==> src/rtl/mtb_result_collector_if.sv <==
// Result-in / record-out handshake bundle for the miniTB result collector.
// master: test driver + log consumer; slave: the collector.
interface mtb_result_collector_if #(
  parameter int SUITE_W   = 2,
  parameter int TEST_ID_W = 8,
  parameter int CNT_W     = 16
);
  logic                 res_valid;
  logic                 res_ready;
  logic [SUITE_W-1:0]   res_suite;
  logic [TEST_ID_W-1:0] res_test;
  logic                 res_pass;
  logic                 log_valid;
  logic                 log_ready;
  logic [SUITE_W-1:0]   log_suite;
  logic [TEST_ID_W-1:0] log_test;
  logic                 log_pass;
  logic [CNT_W-1:0]     log_seq;

  modport master (
    output res_valid, res_suite, res_test, res_pass, log_ready,
    input  res_ready, log_valid, log_suite, log_test, log_pass, log_seq
  );

  modport slave (
    input  res_valid, res_suite, res_test, res_pass, log_ready,
    output res_ready, log_valid, log_suite, log_test, log_pass, log_seq
  );
endinterface

==> src/rtl/mtb_result_collector.sv <==
// Collects miniTB pass/fail results, keeps totals/suite flags, buffers records.
// Ports: clk/rst/start/finish, bus (res_* in, log_* out), counters, state, verdict.
module mtb_result_collector #(
  parameter int NUM_SUITES = 4,
  parameter int TEST_ID_W  = 8,
  parameter int CNT_W      = 16,
  parameter int FIFO_DEPTH = 8
) (
  input  logic                  clk,
  input  logic                  rst,
  input  logic                  start,
  input  logic                  finish,
  mtb_result_collector_if.slave bus,
  output logic [CNT_W-1:0]      pass_cnt,
  output logic [CNT_W-1:0]      fail_cnt,
  output logic [NUM_SUITES-1:0] suite_fail,
  output logic                  bad_suite,
  output logic [1:0]            state,
  output logic                  done,
  output logic                  verdict
);
  localparam int SUITE_W =
    (NUM_SUITES > 1) ? $clog2(NUM_SUITES) : 1;
  localparam int AW    = $clog2(FIFO_DEPTH);
  localparam int REC_W = SUITE_W + TEST_ID_W + 1 + CNT_W;
  localparam logic [AW:0]      P_ONE = (AW+1)'(1);
  localparam logic [CNT_W-1:0] C_ONE = CNT_W'(1);

  typedef enum logic [1:0] {
    S_IDLE  = 2'd0,
    S_RUN   = 2'd1,
    S_DRAIN = 2'd2,
    S_DONE  = 2'd3
  } state_t;

  state_t cur, nxt;

  logic [REC_W-1:0] mem [FIFO_DEPTH];
  logic [AW:0]      wr_ptr, rd_ptr;
  logic             full, empty;
  logic             push, pop, clr;
  logic [CNT_W:0]   total;
  logic [CNT_W-1:0] seq;
  logic [REC_W-1:0] head;

  // Extra pointer bit distinguishes full from empty.
  assign empty = (wr_ptr == rd_ptr);
  assign full  = (wr_ptr[AW] != rd_ptr[AW]) &&
                 (wr_ptr[AW-1:0] == rd_ptr[AW-1:0]);

  assign bus.res_ready = (cur == S_RUN) && !full;
  assign bus.log_valid = !empty;
  assign push = bus.res_valid && bus.res_ready;
  assign pop  = bus.log_valid && bus.log_ready;
  assign clr  = start && (cur == S_IDLE || cur == S_DONE);

  // Stale storage is masked so log_* reads zero while empty.
  assign head = empty ? '0 : mem[rd_ptr[AW-1:0]];
  assign {bus.log_suite, bus.log_test,
          bus.log_pass, bus.log_seq} = head;

  assign total = {1'b0, pass_cnt} + {1'b0, fail_cnt};
  assign seq   = total[CNT_W] ? '1 : total[CNT_W-1:0];

  assign state   = cur;
  assign done    = (cur == S_DONE);
  assign verdict = done && (fail_cnt == '0) &&
                   (pass_cnt != '0) && !bad_suite;

  always_ff @(posedge clk) begin
    if (rst) cur <= S_IDLE;
    else     cur <= nxt;
  end

  always_comb begin
    nxt = cur;
    unique case (cur)
      S_IDLE:  if (start)  nxt = S_RUN;
      S_RUN:   if (finish) nxt = S_DRAIN;
      S_DRAIN: if (empty)  nxt = S_DONE;
      S_DONE:  if (start)  nxt = S_RUN;
      default: nxt = S_IDLE;
    endcase
  end

  always_ff @(posedge clk) begin
    if (push)
      mem[wr_ptr[AW-1:0]] <= {bus.res_suite, bus.res_test,
                              bus.res_pass, seq};
  end

  always_ff @(posedge clk) begin
    if (rst) begin
      wr_ptr <= '0;
      rd_ptr <= '0;
    end else begin
      if (push) wr_ptr <= wr_ptr + P_ONE;
      if (pop)  rd_ptr <= rd_ptr + P_ONE;
    end
  end

  always_ff @(posedge clk) begin
    if (rst || clr) begin
      pass_cnt   <= '0;
      fail_cnt   <= '0;
      suite_fail <= '0;
      bad_suite  <= 1'b0;
    end else if (push) begin
      if (bus.res_pass) begin
        if (pass_cnt != '1) pass_cnt <= pass_cnt + C_ONE;
      end else begin
        if (fail_cnt != '1) fail_cnt <= fail_cnt + C_ONE;
        for (int i = 0; i < NUM_SUITES; i++)
          if (int'(bus.res_suite) == i) suite_fail[i] <= 1'b1;
      end
      if (int'(bus.res_suite) >= NUM_SUITES) bad_suite <= 1'b1;
    end
  end
endmodule

==> src/flat_wrapper.sv <==
// flat-port wrapper written by rule: the top's interface ports become plain ports
module mtb_result_collector_flat 
#(
  parameter int NUM_SUITES = 4,
  parameter int TEST_ID_W  = 8,
  parameter int CNT_W      = 16,
  parameter int FIFO_DEPTH = 8
)
  (clk, rst, start, finish, pass_cnt, fail_cnt, suite_fail, bad_suite, state, done, verdict, bus_res_valid, bus_res_suite, bus_res_test, bus_res_pass, bus_log_ready, bus_res_ready, bus_log_valid, bus_log_suite, bus_log_test, bus_log_pass, bus_log_seq);
  mtb_result_collector_if #(.SUITE_W(2), .TEST_ID_W(TEST_ID_W), .CNT_W(CNT_W)) bus_i ();
  input  logic clk;
  input  logic rst;
  input  logic start;
  input  logic finish;
  output logic [CNT_W-1:0] pass_cnt;
  output logic [CNT_W-1:0] fail_cnt;
  output logic [NUM_SUITES-1:0] suite_fail;
  output logic bad_suite;
  output logic [1:0] state;
  output logic done;
  output logic verdict;
  input wire logic [$bits(bus_i.res_valid)-1:0] bus_res_valid;
  input wire logic [$bits(bus_i.res_suite)-1:0] bus_res_suite;
  input wire logic [$bits(bus_i.res_test)-1:0] bus_res_test;
  input wire logic [$bits(bus_i.res_pass)-1:0] bus_res_pass;
  input wire logic [$bits(bus_i.log_ready)-1:0] bus_log_ready;
  output wire logic [$bits(bus_i.res_ready)-1:0] bus_res_ready;
  output wire logic [$bits(bus_i.log_valid)-1:0] bus_log_valid;
  output wire logic [$bits(bus_i.log_suite)-1:0] bus_log_suite;
  output wire logic [$bits(bus_i.log_test)-1:0] bus_log_test;
  output wire logic [$bits(bus_i.log_pass)-1:0] bus_log_pass;
  output wire logic [$bits(bus_i.log_seq)-1:0] bus_log_seq;
  assign bus_i.res_valid = bus_res_valid;
  assign bus_i.res_suite = bus_res_suite;
  assign bus_i.res_test = bus_res_test;
  assign bus_i.res_pass = bus_res_pass;
  assign bus_i.log_ready = bus_log_ready;
  assign bus_res_ready = bus_i.res_ready;
  assign bus_log_valid = bus_i.log_valid;
  assign bus_log_suite = bus_i.log_suite;
  assign bus_log_test = bus_i.log_test;
  assign bus_log_pass = bus_i.log_pass;
  assign bus_log_seq = bus_i.log_seq;
  mtb_result_collector #(.NUM_SUITES(NUM_SUITES), .TEST_ID_W(TEST_ID_W), .CNT_W(CNT_W), .FIFO_DEPTH(FIFO_DEPTH)) u_core (.clk(clk), .rst(rst), .start(start), .finish(finish), .bus(bus_i), .pass_cnt(pass_cnt), .fail_cnt(fail_cnt), .suite_fail(suite_fail), .bad_suite(bad_suite), .state(state), .done(done), .verdict(verdict));
endmodule
==> config.mk <==
export PLATFORM = sky130hd
export DESIGN_NAME = mtb_result_collector_flat
export DESIGN_NICKNAME = d
export VERILOG_FILES = /design/src/rtl/mtb_result_collector_if.sv /design/src/rtl/mtb_result_collector.sv /design/src/flat_wrapper.sv
export SDC_FILE = /design/constraint.sdc
export NUM_CORES = 1
export LEC_CHECK = 0
export ABC_AREA = 1
export CORE_ASPECT_RATIO = 1.25
export CORE_MARGIN = 4
export CORE_UTILIZATION = 59
export CTS_CLUSTER_DIAMETER = 60
export DETAILED_ROUTE_END_ITERATION = 8
export PLACE_DENSITY = 0.84
export SYNTH_ARGS = -nofsm -noshare
export SYNTH_HDL_FRONTEND = slang
export SYNTH_SLANG_ARGS = --single-unit
==> constraint.sdc <==
create_clock -name clk -period 4.3 [get_ports clk]
set_clock_uncertainty 0.15 [all_clocks]
set_input_delay 0.86 -clock clk [delete_from_list [all_inputs] [get_ports clk]]
set_output_delay 0.86 -clock clk [all_outputs]
set_load 0.005 [all_outputs]
==> results of run 1 <==
## power breakdown
group,leakage (nW),internal [mW],switching [mW]
logic,2.25,0.874,1.32
registers,2.47,2.86,0.0597
clock network,0.407,1.34,0.902
## kinds of logic after synthesis
| family | synth area share (%) |
|---|---|
| and+or+nand+nor | 20.1 |
| DFF | 61.2 |
| xor gates and xnor gates | 0.564 |
| other | 0.0307 |
| buffers and inverters | 4.76 |
| adders and majority gates | 2.73 |
| AOI/OAI and AO/OA | 10.6 |
## worst max-delay path, delay by kind of cell (launching register included)
kind | cells | cell delay (ns)
AOI/OAI and AO/OA | 2 | 0.31
buffers and inverters | 4 | 0.98
and+or+nand+nor | 4 | 0.70
DFF | 1 | 0.42
## path summary, 6_finish.rpt
| kind | from | to | slack [ns] | depth (start not counted) |
|---|---|---|---|---|
| worst min register to register | u_core.suite_fail[2] | u_core.suite_fail[2] | 0.31 | 2 |
| worst max-delay path | u_core.wr_ptr[1] | bus_log_seq[11] | 0.36 | 10 |
| worst max register to register | u_core.pass_cnt[0] | u_core.mem[2][2] | 1.18 | 11 |
| worst min-delay path | u_core.suite_fail[2] | u_core.suite_fail[2] | 0.31 | 2 |
## per-layer routing
layer,global-route usage (%),vias up
li1,-,4449
met1,30.8,4398
met2,43.1,380
met3,3.30,75
met4,9.07,0
met5,0,-
## per-stage QoR
| stage | hold WS (ns) | std cells | instance area, um^2 | worst slack [ns] |
|---|---|---|---|---|
| 5_1_grt | 0.341 | 1614 | 14200 | 0.181 |
| 6_report | 0.309 | 1614 | 14200 | 0.356 |
| 2_1_floorplan | 0.297 | 1247 | 12200 | 0.675 |
| 4_1_cts | 0.314 | 1614 | 14200 | 0.393 |
| 3_3_place_gp | 0.295 | 1569 | 13300 | 1.02 |
| 3_5_place_dp | 0.299 | 1569 | 13300 | 0.945 |
## cell type report
cell class              count  area [um^2]  area share [%]
clock buffers              30          664            4.69
clock inverters            15          185            1.31
inverters                  73          275            1.94
multi-input cells         854         4190            29.6
flip-flops and latches    265         7470            52.8
well taps                 270          338            2.39
repair buffers            107         1040            7.35
## placed cells by master, fill, tap and decap left out, types with 3 or more instances in the layout
| cell | count |
|---|---|
| clkbuf_1 | 3 |
| o21ai_0 | 125 |
| nand3b_1 | 5 |
| nor3_1 | 4 |
| inv_1 | 65 |
| clkbuf_16 | 25 |
| dfxtp_1 | 47 |
| clkdlybuf4s50_1 | 85 |
| nor2_1 | 280 |
| nand4_1 | 4 |
| xor2_1 | 6 |
| a21oi_1 | 28 |
| a21o_1 | 5 |
| nand2_1 | 176 |
| o22ai_1 | 27 |
| nand3_2 | 4 |
| bufinv_16 | 4 |
| buf_4 | 20 |
| clkinv_1 | 4 |
| edfxtp_1 | 216 |
| o21ai_1 | 21 |
| a21oi_2 | 3 |
| clkinv_2 | 3 |
| nand3_1 | 56 |
| nand2_2 | 5 |
| inv_2 | 7 |
| ha_1 | 25 |
| nor2_2 | 32 |
| nor4_1 | 5 |
| a31oi_1 | 27 |
## registers in the layout, summed over array words and instances, names as in the netlist, named ones only
register and count:
u_core.state 2, u_core.pass_cnt 16, u_core.wr_ptr 4, u_core.fail_cnt 16, u_core.suite_fail 4, u_core.mem 216
u_core.rd_ptr 4
==> results.yml, run 1 <==
die:
  die_area_mm2: 0.0231
  die_y_um: 169
  die_x_um: 137
  coreArea_mm2: 0.0202
  pin_count: 87
  initial_core_util_pct: 60.3
  row_count: 58
clocking:
  post-cts-setup-buffers: 0
  tritoncts.num_buffers: 25
  cts_max_path_buffers: 3
  root_buffer: "clkbuf_16"
  clock_sinks: 265
  h-tree-depth: 1
  cts_tree: "yes"
  hold_buffers: 0
  clkTransAtPathRegs_ns: 0.06
  clk_latency_ns: 0.51
  cts_repair_resize_count: 0
timing:
  final_max_slew_viol_count: 0
  post-route-period-util_pct: 91.7
  setup_viol: 0
  layout_min_cycle_time_ns: 3.94
  worst_pin_slew_ns: 1.11
  rsz0062_at_grt: "false"
  max_slew_margin_pct: 25.5
  clock.fmax_ghz: 0.254
  hold_viol: 0
  setup-tns-final_ns: 0
synth:
  ys_warn_count: 0
  synth_cells: 1247
  synth-edff-count: 216
  synth.most_common_cell: "nor2_1"
  yosysSeqAreaShare_pct: 61.2
  async_flop_share_pct: 0
  ys_ff_latch: 265
  ys_top_cells_by_area: "edfxtp_1, nor2_1, dfxtp_1"
  synthTopCellsByCount: "nor2_1, edfxtp_1, nand2_1"
  synthFlopType: "edfxtp_1"
  yosys.area.top_type: "edfxtp_1"
  synth_top_cell_area_share_pct: 53.1
  ys_types: 43
  synth_area_mm2: 0.0122
  avgSynthCellArea_um2: 9.79
  syn-num-nets: 1290
outcome:
  status: "finished clean"
grt:
  grt_max_degree: 109
  first_global_vias: 9160
  grt_pass1_wl_um: 45100
  grt_antenna_before_repair: 0
  grtUsageTotal_pct: 24.5
  overflow: 0
min_path:
  hp-class: "reg -> reg"
worst_setup_path:
  endpoint_kind: "output port"
  worstPathArrival_ns: 2.93
  setup.worst_path.class: "reg -> out"
  slowest_stage: "nand2_1"
  critical-path-max-stage-delay_ns: 0.53
  crit_chain: "inv_2 > nand2_1 > nand2_1 > inv_1 > nor2_1 > nand2_1 > buf_4 > o21ai_0 > a31oi_1 > clkdlybuf4s50_1"
  cp_common_cell: "nand2_1"
  critPathMaxFanout: 15
  start_kind: "register"
  required_ns: 3.29
route:
  totalWireLength_um: 28300
  wl_met3_um: 1860
  detail-route-antenna-nets: 0
  drt_iter0_markers: 868
  via_per_inst: 5.76
  dr_wl_met2_um: 14400
  first_pass_iters: 7
  vias: 9302
  wire_per_inst_um: 17.5
  m1WireLength_um: 11100
  post-route-drc-count: 0
  routed.top_layer: "met4"
pwr:
  finalPower_mw: 7.36
  p_leak_nw: 5.13
  peakVddDrop_uv: 336
  power_density_mw_per_mm2: 520
placement:
  place.gp.congestion: 0.912
  port_buffers: 85
  dpl.hpwl_um: 17500
layout:
  area_growth_pct: 16.0
  nets: 1369
  final_util_pct: 69.9
  nFillCells: 1436
  drive_gt1_share_pct: 9.23
  insertedDiodeCount: 0
run:
  cap_violations: 0
(Power assumes the default switching activity.)
==> run 2, diff against run 1 <==
CORE_ASPECT_RATIO = not set   (was 1.25)
==> results.yml, run 2 (synthesis results as in run 1) <==
worst_setup_path:
  cp.depth: 7
  path_buf_inv: 3
  slowest_stage: "clkdlybuf4s50_1"
  cp_common_cell: "o21ai_0"
  endpoint_kind: "output port"
  crit_chain: "inv_2 > buf_4 > o21ai_0 > o22ai_1 > o21ai_0 > a31oi_1 > clkdlybuf4s50_1"
  critical-path-max-stage-delay_ns: 0.54
  setup.worst_path.class: "reg -> out"
  start_kind: "register"
  crit_family: "buffers and inverters"
  required_ns: 3.29
  reg2reg_depth: 10
  critPathMaxFanout: 41
  worstPathArrival_ns: 2.84
placement:
  pre_cts_ws_ns: 0.976
  port_buffers: 85
  place.gp.congestion: 0.936
  dpl.hpwl_um: 17800
die:
  coreArea_mm2: 0.0203
  die_area_mm2: 0.0231
  pin_count: 87
  row_count: 52
  initial_core_util_pct: 60.1
  die_x_um: 152
  die_y_um: 152
timing:
  setup-tns-final_ns: 0
  setup_slack_ns: 0.453
  layout_min_cycle_time_ns: 3.85
  setup_viol: 0
  clock.fmax_ghz: 0.260
  max_slew_margin_pct: 47.7
  final_max_slew_viol_count: 0
  worst_pin_slew_ns: 0.777
  post-route-period-util_pct: 89.5
  hold_ws_ns: 0.314
  rsz0062_at_grt: "false"
  hold_viol: 0
clocking:
  cts_tree: "yes"
  clkTransAtPathRegs_ns: 0.06
  h-tree-depth: 1
  cts_repair_resize_count: 0
  root_buffer: "clkbuf_16"
  clock_sinks: 265
  cts_max_path_buffers: 3
  hold_buffers: 0
  tritoncts.num_buffers: 26
  clk_latency_ns: 0.53
  post-cts-setup-buffers: 0
layout:
  nets: 1370
  nFillCells: 1492
  layout_commonest_cell: "nor2_1"
  seq_area_mm2: 0.00747
  multi_input_area_mm2: 0.00419
  area_growth_pct: 16.0
  layout_common_cells: "nor2_1, edfxtp_1, nand2_1, o21ai_0, clkdlybuf4s50_1"
  drive_gt1_share_pct: 9.35
  largest_register_ffs: 216
  insertedDiodeCount: 0
grt:
  grtUsageTotal_pct: 24.8
  grt_pass1_wl_um: 47200
  grt_max_degree: 61
  overflow: 0
  first_global_vias: 9182
  grt_antenna_before_repair: 0
pwr:
  p_seq_share_pct: 39.7
  power_density_mw_per_mm2: 518
  p_leak_nw: 5.13
  finalPower_mw: 7.34
  p_switching_mw: 2.31
  p_clk_share_pct: 30.9
  pwr-share-comb_pct: 29.4
  power_switching_share_pct: 31.5
  intPower_mw: 5.03
  peakVddDrop_uv: 403
route:
  post-route-drc-count: 0
  drt_iter0_markers: 923
  wire_per_inst_um: 18.1
  vias: 9422
  first_pass_iters: 8
  totalWireLength_um: 29200
  detail-route-antenna-nets: 0
  via_per_inst: 5.83
outcome:
  status: "finished clean"
min_path:
  min_path_cells: 2
  hp-class: "reg -> reg"
run:
  cap_violations: 0
## run 2: cell types whose count changed in the layout (fill, tap and decap cells not counted), moves of 2 or more
cell | previous run | this run
clkinv_1 | 4 | 7
clkbuf_1 | 3 | 1
clkbuf_16 | 25 | 27
clkbuf_8 | 2 | 0
clkinv_2 | 3 | 5
## run 2: layout make-up
cell class              instances  area share [%]
clock inverters                20            1.28
inverters                      73            1.94
clock buffers                  28            4.80
flip-flops and latches        265            52.8
repair buffers                107            7.26
well taps                     270            2.39
multi-input cells             854            29.6
## run 2: worst register-to-register path: stages (launching register included)
cell      delay [ns]
dfxtp_1         0.37
ha_1            0.27
fa_1            0.40
nand2_1         0.08
inv_1           0.04
nand2_1         0.06
nand2_1         0.08
nand2_1         0.08
o211ai_2        0.12
a21oi_2         0.66
o21ai_0         0.53
## run 2: path summary, 6_finish.rpt
path	from	to	slack (ns)
setup / recovery	register	bus_log_seq[8]	0.45
hold / removal	u_core.suite_fail[0]	u_core.suite_fail[0]	0.31
setup reg to reg	u_core.pass_cnt[0]	u_core.mem[0][2]	1.06
hold reg to reg	u_core.suite_fail[0]	u_core.suite_fail[0]	0.31
## run 2: power groups by stage
| stage | Sequential, mW | Clock [mW] | Combinational, mW |
|---|---|---|---|
| floorplan | 2.95 | 0 | 1.34 |
| global placement | 2.96 | 0 | 2.07 |
| detailed placement | 2.97 | 0 | 2.13 |
| CTS | 2.92 | 2.28 | 2.16 |
| global route | 2.93 | 2.41 | 2.39 |
| finish | 2.92 | 2.27 | 2.16 |
## run 2: stage by stage
stage,cell area [um^2],std cells,utilization (%)
after floorplan,12200,1247,-
after global placement,13300,1569,65.5
after detailed placement,13300,1569,65.5
after CTS,14200,1617,69.8
after global routing,14200,1617,69.8
final,14200,1617,69.8
## run 2: routing by layer
| metal | wire (um) | GRT usage [%] | part of all wire (%) |
|---|---|---|---|
| met2 | 14500 | 42.5 | 50 |
| met5 | 0 | 0 | 0 |
| met4 | 568 | 7.19 | 1.9 |
| met3 | 2240 | 3.01 | 7.7 |
| met1 | 11900 | 33.7 | 41 |
==> run 3, diff against run 2 <==
ABC_AREA = not set   (was 1)
CORE_UTILIZATION = 63   (was 59)
DONT_BUFFER_PORTS = 1   (was not set)
PLACE_DENSITY = 0.83   (was 0.84)
==> results.yml, run 3 <==
layout:
  largest_register_ffs: 216
  seq_area_mm2: 0.00747
  layout_common_cells: "edfxtp_1, nor2_1, mux4_2, dfxtp_1, nand2_1"
  instances_no_fill: 982
  multi_input_area_mm2: 0.00372
  nets: 780
  nFillCells: 1042
  area_growth_pct: 10.1
  insertedDiodeCount: 0
  design_area_mm2: 0.0125
  drive_gt1_share_pct: 17.2
  layout_commonest_cell: "edfxtp_1"
synth:
  yosys.area.top_type: "edfxtp_1"
  ys_top_cells_by_area: "edfxtp_1, mux4_2, dfxtp_1"
  synthTopCellsByCount: "edfxtp_1, nor2_1, mux4_2"
  yosysSeqAreaShare_pct: 65.9
  ys_types: 60
  synth_top_cell_area_share_pct: 57.2
  synth_area_mm2: 0.0113
  synthFlopType: "edfxtp_1"
  avgSynthCellArea_um2: 15.6
  ys_ff_latch: 265
  synth.most_common_cell: "edfxtp_1"
  ys_warn_count: 0
  synth-edff-count: 216
  syn-num-nets: 768
  async_flop_share_pct: 0
  synth_cells: 725
die:
  die_y_um: 142
  die_area_mm2: 0.0202
  row_count: 48
  coreArea_mm2: 0.0175
  die_x_um: 142
  pin_count: 87
  initial_core_util_pct: 64.9
grt:
  grt_pass1_wl_um: 38200
  overflow: 0
  grtUsageTotal_pct: 24.6
  grt_max_degree: 37
  first_global_vias: 6616
  grt_antenna_before_repair: 0
pwr:
  power_density_mw_per_mm2: 470
  p_leak_nw: 3.95
  peakVddDrop_uv: 380
clocking:
  post-cts-setup-buffers: 0
  h-tree-depth: 1
  cts_tree: "yes"
  root_buffer: "clkbuf_16"
  cts_max_path_buffers: 3
  tritoncts.num_buffers: 26
  clkTransAtPathRegs_ns: 0.06
  cts_repair_resize_count: 0
  clk_latency_ns: 0.53
  clock_sinks: 265
  hold_buffers: 0
timing:
  clock.fmax_ghz: 0.266
  setup-tns-final_ns: 0
  setup_viol: 0
  worst_pin_slew_ns: 1.19
  layout_min_cycle_time_ns: 3.77
  max_slew_margin_pct: 20.9
  post-route-period-util_pct: 87.6
  rsz0062_at_grt: "false"
  final_max_slew_viol_count: 0
  hold_ws_ns: 0.246
  setup_slack_ns: 0.535
  hold_viol: 0
placement:
  place.gp.congestion: 0.920
  dpl.hpwl_um: 14200
  port_buffers: 0
  dpl-instance-area_mm2: 0.0116
  place_inst: 934
  pre_cts_ws_ns: 0.759
route:
  vias: 6374
  wire_per_inst_um: 24.6
  first_pass_iters: 5
  post-route-drc-count: 0
  drt_iter0_markers: 525
  via_per_inst: 6.49
  totalWireLength_um: 24200
  detail-route-antenna-nets: 0
worst_setup_path:
  endpoint_kind: "register"
  start_kind: "register"
  worstPathArrival_ns: 3.74
  critPathMaxFanout: 15
  setup.worst_path.class: "reg -> reg"
  required_ns: 4.27
run:
  cap_violations: 0
min_path:
  hp-class: "in -> reg"
outcome:
  status: "finished clean"
## run 3: cell count changes after synthesis, sizes merged, moves of 20 or more
cell / delta
a31oi: -20
nand2: -146
xor2: +22
mux4: +54
o22ai: -26
nand3: -41
o21ai: -136
mux2i: +28
nor2: -232
inv: -55
## run 3: cell type report
cell class,instances,area share (%)
Clock inverter,10,0.902
Tap cell,225,2.25
Clock buffer,38,5.89
Timing Repair Buffer,12,0.821
Inverter,17,0.511
Sequential cell,265,59.8
Multi-Input combinational cell,415,29.8
## run 3: final timing paths
path / startpoint / end / slack [ns] / depth (start not counted)
worst min-delay path: rst / u_core.rd_ptr[3] / 0.25 / 1
worst max register to register: u_core.pass_cnt[4] / u_core.mem[0][7] / 0.53 / 7
worst max-delay path: u_core.pass_cnt[4] / u_core.mem[0][7] / 0.53 / 7
worst min register to register: u_core.suite_fail[3] / u_core.suite_fail[3] / 0.35 / 2
## run 3: through the flow
step	utilization, %	power (mW)
5_1_grt	71.5	6.12
6_report	71.5	5.88
4_1_cts	71.5	5.92
2_1_floorplan	-	3.53
3_5_place_dp	66.6	3.71
3_3_place_gp	66.6	3.68
## run 3: layer usage
metal  vias to the layer above  global-route usage (%)  wire [um]
met5                         -                       0          0
met4                         0                    10.2        955
met3                        64                    5.48       2290
met2                       316                    40.7      11700
met1                      3181                    32.0       9180
li1                       2813                       -          -
## run 3: kinds of logic (layout without fill, tap and decap cells)
kind of cell / count (synthesis) / after routing / share of synthesized area [%]
DFF: 265 / 265 / 65.9
buffers and inverters: 45 / 77 / 1.65
and+or+nand+nor: 192 / 192 / 8.13
adders and majority gates: 26 / 26 / 2.94
xor gates and xnor gates: 47 / 47 / 3.76
muxes: 82 / 82 / 13.2
other: 1 / 1 / 0.0331
AOI/OAI and AO/OA: 67 / 67 / 4.44
## run 3: critical path, cell delays in order, from the launching register on
cell       delay, ns
dfxtp_1         0.51
ha_1            0.34
a2111oi_0       0.62
o21a_1          0.27
o31a_1          0.15
o21ai_1         0.10
a21boi_2        0.68
o21ai_0         0.55
## run 3: where the power goes
part / switching [mW] / internal [mW]
Combinational: 0.416 / 0.316
Sequential: 0.0850 / 2.84
Clock: 0.912 / 1.31
Total: 1.41 / 4.46
